File: src/rtl/imuldiv_muldiv_dispatch.sv
// Dispatch stage for the iterative mul/div units: steers each request to its unit,
// records issue order in a small tag FIFO, and merges unit responses back in order.
module imuldiv_muldiv_dispatch #(
    parameter int unsigned DEPTH = 4
) (
    input  logic        clk,
    input  logic        reset,

    input  logic [2:0]  req_msg_fn,
    input  logic [31:0] req_msg_a,
    input  logic [31:0] req_msg_b,
    input  logic        req_val,
    output logic        req_rdy,

    output logic [31:0] mulreq_msg_a,
    output logic [31:0] mulreq_msg_b,
    output logic        mulreq_val,
    input  logic        mulreq_rdy,

    input  logic [63:0] mulresp_msg_result,
    input  logic        mulresp_val,
    output logic        mulresp_rdy,

    output logic [1:0]  divreq_msg_fn,
    output logic [31:0] divreq_msg_a,
    output logic [31:0] divreq_msg_b,
    output logic        divreq_val,
    input  logic        divreq_rdy,

    input  logic [63:0] divresp_msg_result,
    input  logic        divresp_val,
    output logic        divresp_rdy,

    output logic [63:0] resp_msg_result,
    output logic        resp_val,
    input  logic        resp_rdy
);

    localparam int unsigned PW = $clog2(DEPTH);
    localparam logic [PW:0] DEPTH_C = (PW+1)'(DEPTH);

    typedef enum logic [1:0] {
        TAG_MUL = 2'd0,
        TAG_DIV = 2'd1,
        TAG_ILL = 2'd2
    } tag_e;

    tag_e          fifo_q [DEPTH];
    logic [PW-1:0] wptr_q, wptr_d;
    logic [PW-1:0] rptr_q, rptr_d;
    logic [PW:0]   count_q, count_d;

    tag_e req_tag;
    tag_e head_tag;
    logic full, empty;
    logic push, pop;

    assign full     = (count_q == DEPTH_C);
    assign empty    = (count_q == '0);
    assign head_tag = fifo_q[rptr_q];

    always_comb begin
        req_tag = TAG_ILL;
        case (req_msg_fn)
            3'd0:                      req_tag = TAG_MUL;
            3'd1, 3'd2, 3'd3, 3'd4:    req_tag = TAG_DIV;
            default:                   req_tag = TAG_ILL;
        endcase
    end

    assign mulreq_msg_a  = req_msg_a;
    assign mulreq_msg_b  = req_msg_b;
    assign divreq_msg_a  = req_msg_a;
    assign divreq_msg_b  = req_msg_b;
    assign divreq_msg_fn = req_msg_fn[1:0] - 2'd1;

    // Request side looks only at FIFO state, never at resp_rdy, so a pop
    // cannot make room for a push in the same cycle.
    always_comb begin
        req_rdy    = 1'b0;
        mulreq_val = 1'b0;
        divreq_val = 1'b0;
        if (!reset && !full) begin
            case (req_tag)
                TAG_MUL: begin
                    req_rdy    = mulreq_rdy;
                    mulreq_val = req_val;
                end
                TAG_DIV: begin
                    req_rdy    = divreq_rdy;
                    divreq_val = req_val;
                end
                default: req_rdy = 1'b1;
            endcase
        end
    end

    always_comb begin
        resp_val        = 1'b0;
        resp_msg_result = '0;
        mulresp_rdy     = 1'b0;
        divresp_rdy     = 1'b0;
        if (!reset && !empty) begin
            case (head_tag)
                TAG_MUL: begin
                    resp_val        = mulresp_val;
                    resp_msg_result = mulresp_msg_result;
                    mulresp_rdy     = resp_rdy;
                end
                TAG_DIV: begin
                    resp_val        = divresp_val;
                    resp_msg_result = divresp_msg_result;
                    divresp_rdy     = resp_rdy;
                end
                default: resp_val = 1'b1;
            endcase
        end
    end

    assign push = req_val && req_rdy;
    assign pop  = resp_val && resp_rdy;

    always_comb begin
        wptr_d  = wptr_q;
        rptr_d  = rptr_q;
        count_d = count_q;
        if (push) wptr_d = wptr_q + PW'(1);
        if (pop)  rptr_d = rptr_q + PW'(1);
        case ({push, pop})
            2'b10:   count_d = count_q + (PW+1)'(1);
            2'b01:   count_d = count_q - (PW+1)'(1);
            default: count_d = count_q;
        endcase
    end

    always_ff @(posedge clk) begin
        if (reset) begin
            wptr_q  <= '0;
            rptr_q  <= '0;
            count_q <= '0;
        end else begin
            wptr_q  <= wptr_d;
            rptr_q  <= rptr_d;
            count_q <= count_d;
        end
    end

    always_ff @(posedge clk) begin
        if (push) fifo_q[wptr_q] <= req_tag;
    end

endmodule

File: config.mk
export PLATFORM = sky130hd
export DESIGN_NAME = imuldiv_muldiv_dispatch
export DESIGN_NICKNAME = d
export VERILOG_FILES = /design/src/rtl/imuldiv_muldiv_dispatch.sv
export SDC_FILE = /design/constraint.sdc
export NUM_CORES = 1
export LEC_CHECK = 0
export CORE_AREA = 2 2 155 157
export DETAILED_ROUTE_END_ITERATION = 10
export DIE_AREA = 0 0 157 159
export PLACE_DENSITY = 0.51
export RECOVER_POWER = 100
export SYNTH_ARGS = -nofsm -noshare
export SYNTH_HDL_FRONTEND = slang
export SYNTH_SLANG_ARGS = --single-unit
File: constraint.sdc
create_clock -name clk -period 7.1 [get_ports clk]
set_clock_uncertainty 0.05 [all_clocks]
set_input_delay 0.71 -clock clk [delete_from_list [all_inputs] [get_ports clk]]
set_output_delay 0.71 -clock clk [all_outputs]
set_load 0.01 [all_outputs]
==> flow_summary.yaml <==
sta:
  rsz0062_at_grt: "false"
  finalSetupViolCount: 0
  drv_slew: 27
  fmax_mhz: 201
  period_needed_ns: 4.97
  hold_violations: 0
  tns_ns: 0
  slew-limit-headroom_pct: -1.92
  worstMarginPinSlew_ns: 1.53
  min_period_over_period_pct: 69.9
  fin_ws_ns: 2.13
synth:
  yosysTopAreaCellShare_pct: 30.6
  ys_warn_count: 0
  yosysUniqueCellTypes: 38
  synthTopCellsByArea: "buf_4 31%, a21oi_2 17%, nand2_1 15%"
  synthFlopType: "dfxtp_1"
  synthTopCellsByCount: "129 x nand2_1, 128 x buf_4, 60 x a21oi_2, 16 x clkbuf_1, 12 x inv_1"
  yosysSeqAreaShare_pct: 13.4
  synth_nets: 654
  synth-edff-count: 8
  synth.cell_area_um2: 3140
  yosys.cell_count.top_type: "nand2_1"
  yosysTopAreaCell: "buf_4"
  synthArstFlopShare_pct: 0
  syn_inst: 441
  syn_avg_cell_area_um2: 7.13
  ys_ff_latch: 17
worst_setup_path:
  path_max_fanout: 39
  path_cells: "dlygate4sd3_1 -> or3_1 -> buf_4 -> a21oi_1 -> dlygate4sd3_1"
  crit_slowest_cell: "or3_1"
  critPathArrivalTime_ns: 4.21
  path_class: "in -> out"
  crit_required_ns: 6.34
  cpMostUsedCell: "dlygate4sd3_1"
  slowest_delay_ns: 1.21
  endpoint_kind: "output port"
  cp-start-kind: "primary input"
floorplanning:
  ioPinCount: 403
  dieArea_um2: 25000
  die_w_um: 157
  die_h_um: 159
  core.rowCount: 56
  start_util_pct: 13.6
  coreArea_um2: 23200
place:
  place.gp.congestion: 0.722
  io_buffers: 210
  post-place-ws_ns: 3.08
  dp.final_hpwl_um: 9210
detailed_routing:
  wire_per_inst_um: 14.4
  drc_errors: 0
  vias_per_cell: 3.60
  num_vias: 2974
  first_iter_violations: 143
  finalWirelength_um: 11900
  drtPass1Iterations: 4
  antenna_left: 0
clock_tree:
  cts_buffers: 3
  clk_pin_slew_worst_paths_ns: 0.05
  cts.sinks: 17
  cts_buffer_depth: 2
  cts_tree: "done"
  cts_resized: 0
  cts_root_buf: "clkbuf_16"
  cts_hold_buf: 0
  cts_setup_buffers: 0
  htree_num_levels: 1
  clk_latency_ns: 0.25
final_layout:
  areaGrowthSynthToFinish_pct: 47.7
  antenna_cells: 0
  fin_nets: 721
  drive_above_1_share_pct: 14.2
  fillers: 2599
grt:
  grt_overflow_total: 0
  grt_max_degree: 66
  antenna_found_initial: 0
  grt_usage_pct: 8.71
  first_global_vias: 2980
  grt_pass1_wl_um: 17000
status:
  violations: "capacitance limit, slew limit"
  outcome: "finished with violations"
worst_hold_path:
  hold_class: "reg -> reg"
pwr:
  p_per_area_nw_per_um2: 141
  leakage_nw: 1.82
  ir_drop_mv: 0.0853
run:
  maxCapViolations: 1
[power by group]
part / leakage, nW / switching (mW) / internal, mW / total [mW]
clock: 0.0409 / 0.0384 / 0.0754 / 0.114
sequential: 0.146 / 0.0122 / 0.115 / 0.127
combinational: 1.64 / 0.242 / 0.172 / 0.413
[critical path, delay by kind of cell]
kind	cells	cell delay, ns
AOI/OAI and AO/OA	1	0.07
buffers and inverters	3	2.15
and+or+nand+nor	1	1.21
[final cells by class]
cell class,count,area [µm²],area share [%]
clock buffer,3,75.1,1.62
clock inverter,1,5.00,0.108
inverter,12,45.0,0.970
multi-input combinational,261,1580,33.9
sequential,17,420,9.05
tap,319,399,8.59
timing repair buffer,213,2120,45.7
[layout by cell type (no fill, tap or decap), drive strengths merged, types with 2 or more instances in the layout]
| cell type | synthesis | layout |
|---|---|---|
| nor3 | 7 | 7 |
| dlygate4sd3 | 0 | 72 |
| o31ai | 3 | 3 |
| xor2 | 2 | 2 |
| buf | 135 | 3 |
| mux2i | 3 | 3 |
| ha | 9 | 9 |
| nor2 | 8 | 8 |
| inv | 12 | 12 |
| dfxtp | 9 | 9 |
| or3 | 2 | 2 |
| mux4 | 2 | 2 |
| nor2b | 2 | 2 |
| clkbuf | 16 | 3 |
| o21ai | 2 | 2 |
| a21oi | 68 | 68 |
| edfxtp | 8 | 8 |
| nand3 | 2 | 2 |
| nand2 | 129 | 129 |
| and3 | 5 | 5 |
| or3b | 2 | 2 |
| clkdlybuf4s50 | 0 | 138 |
[per-stage QoR]
stage	hold slack (ns)	area [µm²]	utilization, %	instances	power, mW
after floorplan	0.404	3140	-	441	0.452
after global placement	0.438	4570	19.7	822	0.565
after detailed placement	0.432	4570	19.7	822	0.562
after CTS	0.451	4650	20.0	826	0.680
after global routing	0.505	4640	20.0	826	0.711
final	0.452	4640	20.0	826	0.654
[logic make-up (layout without fill, tap and decap cells)]
logic type                 after synthesis  in the layout  synth area share, %
DFF                                     17             17                 13.4
muxes                                    6              6                 2.87
buffers and inverters                  163            229                 36.4
adders and majority gates               10             10                 4.22
xor gates and xnor gates                 2              2                0.557
and+or+nand+nor                        162            162                 21.2
AOI/OAI and AO/OA                       81             81                 21.4
[metal layers]
metal / wire, µm / vias up / global-route usage [%]
met5: 78 / - / 2.78
li1: - / 1436 / -
met3: 2130 / 5 / 6.04
met4: 25 / 2 / 0.751
met2: 4780 / 248 / 13.1
met1: 4850 / 1283 / 10.4
[worst paths after layout]
path	start	endpoint	slack, ns	cells past startpoint
hold / removal	rptr_q[1]	rptr_q[1]	0.45	1
setup reg to reg	flip-flop	count_q[2]	4.15	10
hold reg to reg	rptr_q[1]	rptr_q[1]	0.45	1
setup / recovery	reset	resp_msg_result[63]	2.13	5
(Power assumes the default switching activity.)
